**src/rtl/uart_pkg.sv**
```systemverilog
// Shared constants and state encoding for the UART receiver.
// Latency: n/a (package only).
// Backpressure: n/a (package only).
package uart_pkg;

    localparam int DATA_W     = 8;
    localparam int SYNC_DEPTH = 2;

    typedef enum logic [2:0] {
        ST_IDLE   = 3'd0,
        ST_START  = 3'd1,
        ST_DATA   = 3'd2,
        ST_PARITY = 3'd3,
        ST_STOP   = 3'd4
    } uart_state_t;

endpackage

```
**src/rtl/uart_rx_sync.sv**
```systemverilog
// Two-flop synchronizer for the serial line plus falling-edge detect on the synchronized value.
// Latency: rx_s lags rx_in by SYNC_DEPTH cycles; fall_edge is high in the cycle rx_s first reads 0.
// Backpressure: none; free-running.
module uart_rx_sync
    import uart_pkg::*;
(
    input  logic clk_in,
    input  logic rst_n_in,
    input  logic rx_in,
    output logic rx_s,
    output logic fall_edge
);

    logic [SYNC_DEPTH-1:0] r_sync;
    logic                  r_prev;

    // Shift the raw line through the sync chain and remember the last synchronized value.
    // Flops reset to 1 so an idle-high line never produces a spurious edge at reset release.
    always_ff @(posedge clk_in or negedge rst_n_in) begin
        if (!rst_n_in) begin
            r_sync <= '1;
            r_prev <= 1'b1;
        end else begin
            r_sync <= {r_sync[SYNC_DEPTH-2:0], rx_in};
            r_prev <= r_sync[SYNC_DEPTH-1];
        end
    end

    assign rx_s      = r_sync[SYNC_DEPTH-1];
    assign fall_edge = r_prev & ~r_sync[SYNC_DEPTH-1];

endmodule

```
**src/rtl/uart_rx.sv**
```systemverilog
// UART receiver, 8 data bits LSB first, 1 stop bit; even parity when UART_RX_PARITY_EN is defined.
// Latency: rx_valid/rx_data update one cycle after the stop-bit midpoint sample.
// Backpressure: none on the line; an unacknowledged byte is overwritten and rx_overrun pulses.
module uart_rx
    import uart_pkg::*;
#(
    parameter int unsigned BPS_PARA = 5208
) (
    input  logic              clk_in,
    input  logic              rst_n_in,
    input  logic              rx_in,
    input  logic              rx_ack,
    output logic [DATA_W-1:0] rx_data,
    output logic              rx_valid,
    output logic              rx_frame_err,
    output logic              rx_overrun,
    output logic              rx_parity_err,
    output logic              rx_busy
);

    localparam logic [15:0] BPS_LAST  = 16'(BPS_PARA - 1);
    localparam logic [15:0] SAMPLE_PT = 16'(BPS_PARA >> 1);

    logic              w_rx_s;
    logic              w_fall;
    logic              w_sample;
    logic              w_accept;

    uart_state_t       r_state;
    logic [15:0]       r_cnt;
    logic [2:0]        r_bit_cnt;
    logic [DATA_W-1:0] r_shift;
    logic [DATA_W-1:0] r_data;
    logic              r_valid;
    logic              r_frame_err;
    logic              r_overrun;
    logic              r_busy;

    uart_rx_sync u_sync (
        .clk_in    (clk_in),
        .rst_n_in  (rst_n_in),
        .rx_in     (rx_in),
        .rx_s      (w_rx_s),
        .fall_edge (w_fall)
    );

    assign w_sample = (r_cnt == SAMPLE_PT);
    assign w_accept = (r_state == ST_STOP) && w_sample && w_rx_s;

    // Bit-period counter: realigned on the start edge so the sample point lands mid-bit.
    always_ff @(posedge clk_in or negedge rst_n_in) begin
        if (!rst_n_in) begin
            r_cnt <= 16'd0;
        end else if ((r_state == ST_IDLE) && w_fall) begin
            r_cnt <= 16'd0;
        end else if (r_cnt == BPS_LAST) begin
            r_cnt <= 16'd0;
        end else begin
            r_cnt <= r_cnt + 16'd1;
        end
    end

    // Output handshake: a new byte wins over a same-cycle ack; overrun only if the old byte is still pending.
    always_ff @(posedge clk_in or negedge rst_n_in) begin
        if (!rst_n_in) begin
            r_data    <= '0;
            r_valid   <= 1'b0;
            r_overrun <= 1'b0;
        end else begin
            r_overrun <= w_accept & r_valid & ~rx_ack;
            if (w_accept) begin
                r_data  <= r_shift;
                r_valid <= 1'b1;
            end else if (rx_ack) begin
                r_valid <= 1'b0;
            end
        end
    end

`ifdef UART_RX_PARITY_EN
    logic r_par;
    logic r_parity_err;

    // Receive FSM with the parity bit sampled between the data and stop bits.
    always_ff @(posedge clk_in or negedge rst_n_in) begin
        if (!rst_n_in) begin
            r_state      <= ST_IDLE;
            r_bit_cnt    <= 3'd0;
            r_shift      <= '0;
            r_frame_err  <= 1'b0;
            r_busy       <= 1'b0;
            r_par        <= 1'b0;
            r_parity_err <= 1'b0;
        end else begin
            r_frame_err  <= 1'b0;
            r_parity_err <= 1'b0;
            case (r_state)
                ST_IDLE: begin
                    if (w_fall) begin
                        r_state   <= ST_START;
                        r_busy    <= 1'b1;
                        r_bit_cnt <= 3'd0;
                    end
                end
                ST_START: begin
                    if (w_sample) begin
                        if (!w_rx_s) begin
                            r_state <= ST_DATA;
                        end else begin
                            r_state <= ST_IDLE;
                            r_busy  <= 1'b0;
                        end
                    end
                end
                ST_DATA: begin
                    if (w_sample) begin
                        r_shift   <= {w_rx_s, r_shift[DATA_W-1:1]};
                        r_bit_cnt <= r_bit_cnt + 3'd1;
                        if (r_bit_cnt == 3'd7) begin
                            r_state <= ST_PARITY;
                        end
                    end
                end
                ST_PARITY: begin
                    if (w_sample) begin
                        r_par   <= w_rx_s;
                        r_state <= ST_STOP;
                    end
                end
                ST_STOP: begin
                    if (w_sample) begin
                        r_state      <= ST_IDLE;
                        r_busy       <= 1'b0;
                        r_frame_err  <= ~w_rx_s;
                        r_parity_err <= ^{r_shift, r_par};
                    end
                end
                default: begin
                    r_state <= ST_IDLE;
                    r_busy  <= 1'b0;
                end
            endcase
        end
    end

    assign rx_parity_err = r_parity_err;
`else
    // Receive FSM: start qualification, eight data bits, stop-bit check.
    always_ff @(posedge clk_in or negedge rst_n_in) begin
        if (!rst_n_in) begin
            r_state     <= ST_IDLE;
            r_bit_cnt   <= 3'd0;
            r_shift     <= '0;
            r_frame_err <= 1'b0;
            r_busy      <= 1'b0;
        end else begin
            r_frame_err <= 1'b0;
            case (r_state)
                ST_IDLE: begin
                    if (w_fall) begin
                        r_state   <= ST_START;
                        r_busy    <= 1'b1;
                        r_bit_cnt <= 3'd0;
                    end
                end
                ST_START: begin
                    if (w_sample) begin
                        if (!w_rx_s) begin
                            r_state <= ST_DATA;
                        end else begin
                            r_state <= ST_IDLE;
                            r_busy  <= 1'b0;
                        end
                    end
                end
                ST_DATA: begin
                    if (w_sample) begin
                        r_shift   <= {w_rx_s, r_shift[DATA_W-1:1]};
                        r_bit_cnt <= r_bit_cnt + 3'd1;
                        if (r_bit_cnt == 3'd7) begin
                            r_state <= ST_STOP;
                        end
                    end
                end
                ST_STOP: begin
                    if (w_sample) begin
                        r_state     <= ST_IDLE;
                        r_busy      <= 1'b0;
                        r_frame_err <= ~w_rx_s;
                    end
                end
                default: begin
                    r_state <= ST_IDLE;
                    r_busy  <= 1'b0;
                end
            endcase
        end
    end

    assign rx_parity_err = 1'b0;
`endif

    assign rx_data      = r_data;
    assign rx_valid     = r_valid;
    assign rx_frame_err = r_frame_err;
    assign rx_overrun   = r_overrun;
    assign rx_busy      = r_busy;

endmodule

```
**config.mk**
```make
export PLATFORM = sky130hd
export DESIGN_NAME = uart_rx
export DESIGN_NICKNAME = d
export VERILOG_FILES = /design/src/rtl/uart_pkg.sv /design/src/rtl/uart_rx_sync.sv /design/src/rtl/uart_rx.sv
export SDC_FILE = /design/constraint.sdc
export NUM_CORES = 1
export LEC_CHECK = 0
export ABC_AREA = 1
export CAP_MARGIN = 30
export CELL_PAD_IN_SITES_DETAIL_PLACEMENT = 1
export CELL_PAD_IN_SITES_GLOBAL_PLACEMENT = 1
export CORE_ASPECT_RATIO = 0.5
export CORE_UTILIZATION = 47
export CTS_CLUSTER_DIAMETER = 60
export CTS_CLUSTER_SIZE = 28
export DETAILED_ROUTE_END_ITERATION = 10
export PLACE_DENSITY_LB_ADDON = 0.08
export SLEW_MARGIN = 30
export SYNTH_ARGS = -nofsm -noshare
export SYNTH_HDL_FRONTEND = slang
export SYNTH_SLANG_ARGS = --single-unit
```
**constraint.sdc**
```tcl
create_clock -name clk_in -period 2.4 [get_ports clk_in]
set_input_delay 0.48 -clock clk_in [delete_from_list [all_inputs] [get_ports clk_in]]
set_output_delay 0.48 -clock clk_in [all_outputs]
set_load 0.1 [all_outputs]
```
==> results.yml, run 1 <==
pwr:
  seqPwrFrac_pct: 47.1
  powerDensity_nw_per_um2: 788
  swShare_pct: 39.3
  internal_power_mw: 1.22
  p_clk_share_pct: 24.2
  leakagePower_nw: 1.29
  comb_power_share_pct: 28.7
  ir_drop_v: 0.000326
  total_power_mw: 2.01
  switchingPower_uw: 789
clocking:
  clock_sinks: 45
  clk_pin_slew_ns: 0.09
  cts_buffer_depth: 2
  postCtsHoldBufs: 0
  cts_resized: 0
  postCtsSetupRepairBufs: 0
  clock_latency_ns: 0.31
  cts_made_buffers: 5
  root_buffer: "clkbuf_8"
  htree_levels: 2
  cts_tree: "built"
route:
  via_per_inst: 5.05
  drt-initial-drc-count: 18
  post-route-drc-count: 0
  num_vias: 1818
  drtPass1Iterations: 4
  wl_per_cell_um: 14.3
  drt_wl_total_um: 5130
  postRouteAntennaNets: 0
placed_design:
  port_buffers: 15
  dp_hpwl_um: 3960
  routabilityCongestion: 0.847
  dpl.cell_count: 352
timing:
  finalCritPeriodShare_pct: 68.1
  rsz0062_at_grt: "no"
  hold_viol_final: 0
  hold_ws_ns: 0.240
  maxSlewHeadroom_pct: 61.9
  period_needed_ns: 1.64
  skew_ns: 0.00431
  finalSetupTns_ns: 0
  max_clock_freq_ghz: 0.612
  worstMarginPinSlew_ns: 0.572
  report.final.setup_viol: 0
  final_max_slew_viol_count: 0
layout:
  final_cells: 360
  drive_gt1_share_pct: 19.0
  final_nets: 301
  diodes: 0
  area_growth_pct: 12.7
floorplanning:
  fp.dieH_um: 51
  die_x_um: 100
  core_region_area_sq_um: 4510
  pin_count: 17
  num_rows: 17
  die_area_sq_um: 5100
  initial_core_util_pct: 50.1
setup_path:
  critPathRequiredTime_ns: 2.60
  crit_fanout: 5
  cp-start-kind: "register"
  cp-end-kind: "register"
  path_class: "register to register"
  worst-endpoint-arrival_ns: 1.84
global_route:
  grt_start_max_net_pins: 46
  grt-ovfl-total: 0
  grt_pass1_wl_um: 9030
  grt_util_met3_pct: 4.92
  grt_util_all_layers_pct: 23.7
  grt_use_met1_pct: 29.0
  gr-usage-met2_pct: 42.9
  grt_pass1_vias: 1925
  antenna_found_initial: 0
  busiest_layer: "met2"
synth:
  synth_cell_type_count: 31
  yosysWarnings: 0
  synth_seq_area_share_pct: 50.1
  synth_area_sq_um: 2260
  synth_cells: 271
  avgSynthCellArea_sq_um: 8.33
  postSynthNetCount: 279
  ys_seq_elements: 45
run:
  max-cap-violations: 0
min_path:
  hp-class: "primary input to asynchronous set/reset pin"
run_status:
  status: "completed"
cell families (layout without fill, tap and decap cells):
| family | count (synthesis) | in the layout | share of synthesized area (%) |
|---|---|---|---|
| AND/OR/NAND/NOR | 167 | 167 | 35.4 |
| adder cells (fa/ha/maj) | 4 | 4 | 2.22 |
| XOR/XNOR | 4 | 4 | 1.55 |
| buffers and inverters | 32 | 55 | 5.76 |
| flip-flops | 45 | 45 | 50.1 |
| AO/OA/AOI/OAI | 18 | 18 | 4.88 |
| other | 1 | 1 | 0.166 |
flip-flops by register name (all words and copies together) (netlist names):
| signal | count |
|---|---|
| rx_busy | 1 |
| u_sync.r_prev | 1 |
| rx_valid | 1 |
| rx_frame_err | 1 |
| r_cnt | 16 |
| r_bit_cnt | 3 |
| r_shift | 8 |
| u_sync.r_sync | 2 |
| rx_data | 8 |
| r_state | 3 |
| rx_overrun | 1 |
synthesized netlist by cell type, drive strengths merged:
library cell / count / area share [%]
nor3b: 1 / 0.33
conb: 1 / 0.17
nand3: 19 / 4.7
o211ai: 1 / 0.33
buf: 1 / 0.33
xor2: 4 / 1.6
dfrtp: 42 / 47
nand2: 70 / 12
ha: 4 / 2.2
nand4: 4 / 1.8
inv: 29 / 5.0
o21ai: 11 / 3.1
a21boi: 1 / 0.33
clkinv: 2 / 0.39
dfstp: 3 / 3.5
a21oi: 5 / 1.1
nor2: 59 / 12
nor3: 14 / 4.8
critical path: stages, from the launching register on:
cell and delay (ns):
dfrtp_1 0.42, ha_1 0.26, nand2_1 0.13, nor2_2 0.15, nand2_1 0.13, nor3_1 0.22
nand2_1 0.08, nor2_1 0.10, nor2_1 0.04
placed cells by master, fill, tap and decap left out, types with 5 or more instances in the layout:
master	instances
a21oi_1	5
buf_4	13
clkbuf_8	5
dfrtp_1	42
inv_1	23
inv_2	5
nand2_1	65
nand2_2	5
nand3_1	17
nor2_1	52
nor3_1	9
final timing paths:
path,startpoint,to,slack (ns),cells after the start
max,r_cnt[0],r_cnt[12],0.76,8
min,rst_n_in,r_cnt[10],0.24,2
max reg2reg,r_cnt[0],r_cnt[12],0.76,8
min reg2reg,u_sync.r_sync[0],u_sync.r_sync[1],0.36,0
max in group asynchronous,rst_n_in,r_shift[1],1.76,2
min in group clk_in,u_sync.r_sync[0],u_sync.r_sync[1],0.36,0
area by class of cell:
cell class | count | area [sq um]
fill | 576 | 1960
sequential | 45 | 1130
multi-input combinational | 194 | 997
timing repair buffer | 16 | 123
inverter | 31 | 123
tap | 66 | 82.6
clock buffer | 5 | 68.8
clock inverter | 3 | 21.3
metrics by stage:
step | utilization, % | setup slack (ns) | area [sq um]
final | 56.4 | 0.765 | 2540
after global placement | 54.4 | 0.873 | 2450
after CTS | 56.4 | 0.741 | 2540
after detailed placement | 54.4 | 0.764 | 2450
after global routing | 56.4 | 0.540 | 2540
after floorplan | - | 1.01 | 2260
power by group through the flow:
stage	Combinational, mW	Sequential [mW]	Clock, mW
2_1_floorplan	0.380	0.985	0
3_3_place_gp	0.539	0.947	0
3_5_place_dp	0.576	0.955	0
4_1_cts	0.581	0.943	0.507
5_1_grt	0.648	0.958	0.531
6_report	0.576	0.944	0.486
per-layer routing:
| layer | wire length [um] | part of all wire, % | vias up |
|---|---|---|---|
| met3 | 136 | 2.7 | 9 |
| met4 | 82 | 1.6 | 0 |
| met5 | 0 | 0 | - |
| li1 | - | - | 896 |
| met2 | 2500 | 49 | 21 |
| met1 | 2420 | 47 | 892 |
Note: power is estimated with default switching activity, not from simulation.
==> run 2, diff against run 1 <==
--- a/config.mk
+++ b/config.mk
@@ -10,7 +10,7 @@
 export CELL_PAD_IN_SITES_DETAIL_PLACEMENT = 1
 export CELL_PAD_IN_SITES_GLOBAL_PLACEMENT = 1
 export CORE_ASPECT_RATIO = 0.5
-export CORE_UTILIZATION = 47
+export CORE_UTILIZATION = 43
 export CTS_CLUSTER_DIAMETER = 60
 export CTS_CLUSTER_SIZE = 28
 export DETAILED_ROUTE_END_ITERATION = 10
==> constraint.sdc (replaced) <==
create_clock -name clk_in -period 1.6 [get_ports clk_in]
set_input_delay 0.32 -clock clk_in [delete_from_list [all_inputs] [get_ports clk_in]]
set_output_delay 0.32 -clock clk_in [all_outputs]
set_load 0.1 [all_outputs]
==> run 2 against run 1 <==
Against the previous run: critical endpoint is now r_state[1]; first-iteration DRC count unchanged; fmax up 3.3%; global-route usage down 2.1 points; sequential cell count unchanged; largest power group unchanged.
==> results.yml, run 2 (synthesis gave the netlist of run 1 again) <==
global_route:
  grt_pass1_vias: 1844
  grt_start_max_net_pins: 33
  grt-ovfl-total: 0
  grt_util_all_layers_pct: 21.6
  antenna_found_initial: 0
  grt_pass1_wl_um: 8870
floorplanning:
  die_x_um: 104
  num_rows: 18
  core_region_area_sq_um: 4980
  fp.dieH_um: 53.2
  initial_core_util_pct: 45.3
  pin_count: 17
  die_area_sq_um: 5560
setup_path:
  worst-endpoint-arrival_ns: 1.79
  critPathRequiredTime_ns: 1.80
  cp-end-kind: "register"
  cp-start-kind: "register"
  r2r_cells: 11
  path_class: "register to register"
  crit_fanout: 6
pwr:
  ir_drop_v: 0.000478
  total_power_mw: 3.24
  leakagePower_nw: 1.40
  powerDensity_nw_per_um2: 1140
layout:
  fin_area_sq_um: 2850
  largest_reg_flops: 16
  final_cell_mix: "nand2_1 (63), nor2_1 (50), dfrtp_1 (42)"
  final_common_cell: "nand2_1"
  n_fill_cell: 611
  drive_gt1_share_pct: 23.7
  diodes: 0
  post-route-util_pct: 57.2
  area_growth_pct: 26.2
  final_nets: 311
  final_cells: 374
  top_register: "r_cnt"
timing:
  hold_ws_ns: 0.363
  finalSetupTns_ns: 0
  hold_viol_final: 0
  final_max_slew_viol_count: 0
  fin_ws_ns: 0.0167
  max_clock_freq_ghz: 0.632
  rsz0062_at_grt: "yes"
  report.final.setup_viol: 0
  period_needed_ns: 1.58
  skew_ns: 0.0116
  finalCritPeriodShare_pct: 99.0
route:
  num_vias: 1837
  postRouteAntennaNets: 0
  post-route-drc-count: 0
  via_per_inst: 4.91
  drt_wl_total_um: 5450
  wl_per_cell_um: 14.6
  drt-initial-drc-count: 18
  drtPass1Iterations: 4
placed_design:
  port_buffers: 15
  dpl.cell_count: 362
  dp_slack_ns: 0.0366
  post_dp_cell_area_sq_um: 2670
  dp_hpwl_um: 4030
  routabilityCongestion: 0.854
run:
  max-cap-violations: 0
clocking:
  cts_tree: "built"
  clk_pin_slew_ns: 0.09
  htree_levels: 2
  root_buffer: "clkbuf_8"
  clock_latency_ns: 0.31
  cts_buffer_depth: 2
  cts_made_buffers: 5
  clock_sinks: 45
run_status:
  status: "completed"
min_path:
  hp-class: "register to register"
  worstHoldPathCells: 0
run 2: critical path, cell delays in order (launching register included):
cell and delay (ns):
dfrtp_1 0.42, inv_1 0.09, ha_1 0.17, nand2_1 0.06
inv_1 0.06, nand2_1 0.09, nor2_4 0.13, nand2_2 0.12
nand2_1 0.13, nand3_1 0.09, nand2_1 0.06, nand2_1 0.05
run 2: repair_timing:
item                       in CTS  in global routing
resized for setup               0                 11
hold endpoints to repair       13                  0
hold buffers                    1                  0
buffers inserted                0                  3
setup endpoints to repair       0                 30
run 2: layout make-up:
class,count,area (sq um),share of cell area (%)
well taps,70,87.6,3.08
clock buffers,6,72.6,2.55
multi-input cells,194,1030,36.2
clock inverters,2,38.8,1.36
flip-flops and latches,45,1130,39.7
inverters,31,124,4.35
repair buffers,26,363,12.7
run 2: path summary, 6_finish.rpt:
| check | from | endpoint | slack (ns) |
|---|---|---|---|
| max in group asynchronous | rst_n_in | u_sync.r_prev | 0.57 |
| setup reg to reg | r_cnt[1] | r_state[1] | 0.02 |
| min in group asynchronous | rst_n_in | r_cnt[7] | 0.46 |
| hold / removal | u_sync.r_sync[0] | u_sync.r_sync[1] | 0.36 |
| setup / recovery | r_cnt[1] | r_state[1] | 0.02 |
| hold reg to reg | u_sync.r_sync[0] | u_sync.r_sync[1] | 0.36 |
run 2: power by group:
| group | switching, mW | internal, mW | leakage (nW) |
|---|---|---|---|
| Sequential | 0.171 | 1.26 | 0.606 |
| Clock | 0.411 | 0.469 | 0.0554 |
| Combinational | 0.616 | 0.317 | 0.742 |
| Total | 1.20 | 2.04 | 1.40 |
run 2: layer usage:
layer | global-route usage (%) | up-vias | part of all wire (%)
met5 | 0 | - | 0
met4 | 8.10 | 0 | 1.2
met3 | 4.43 | 8 | 2.1
met2 | 38.7 | 13 | 51
met1 | 26.3 | 902 | 46
li1 | - | 914 | -
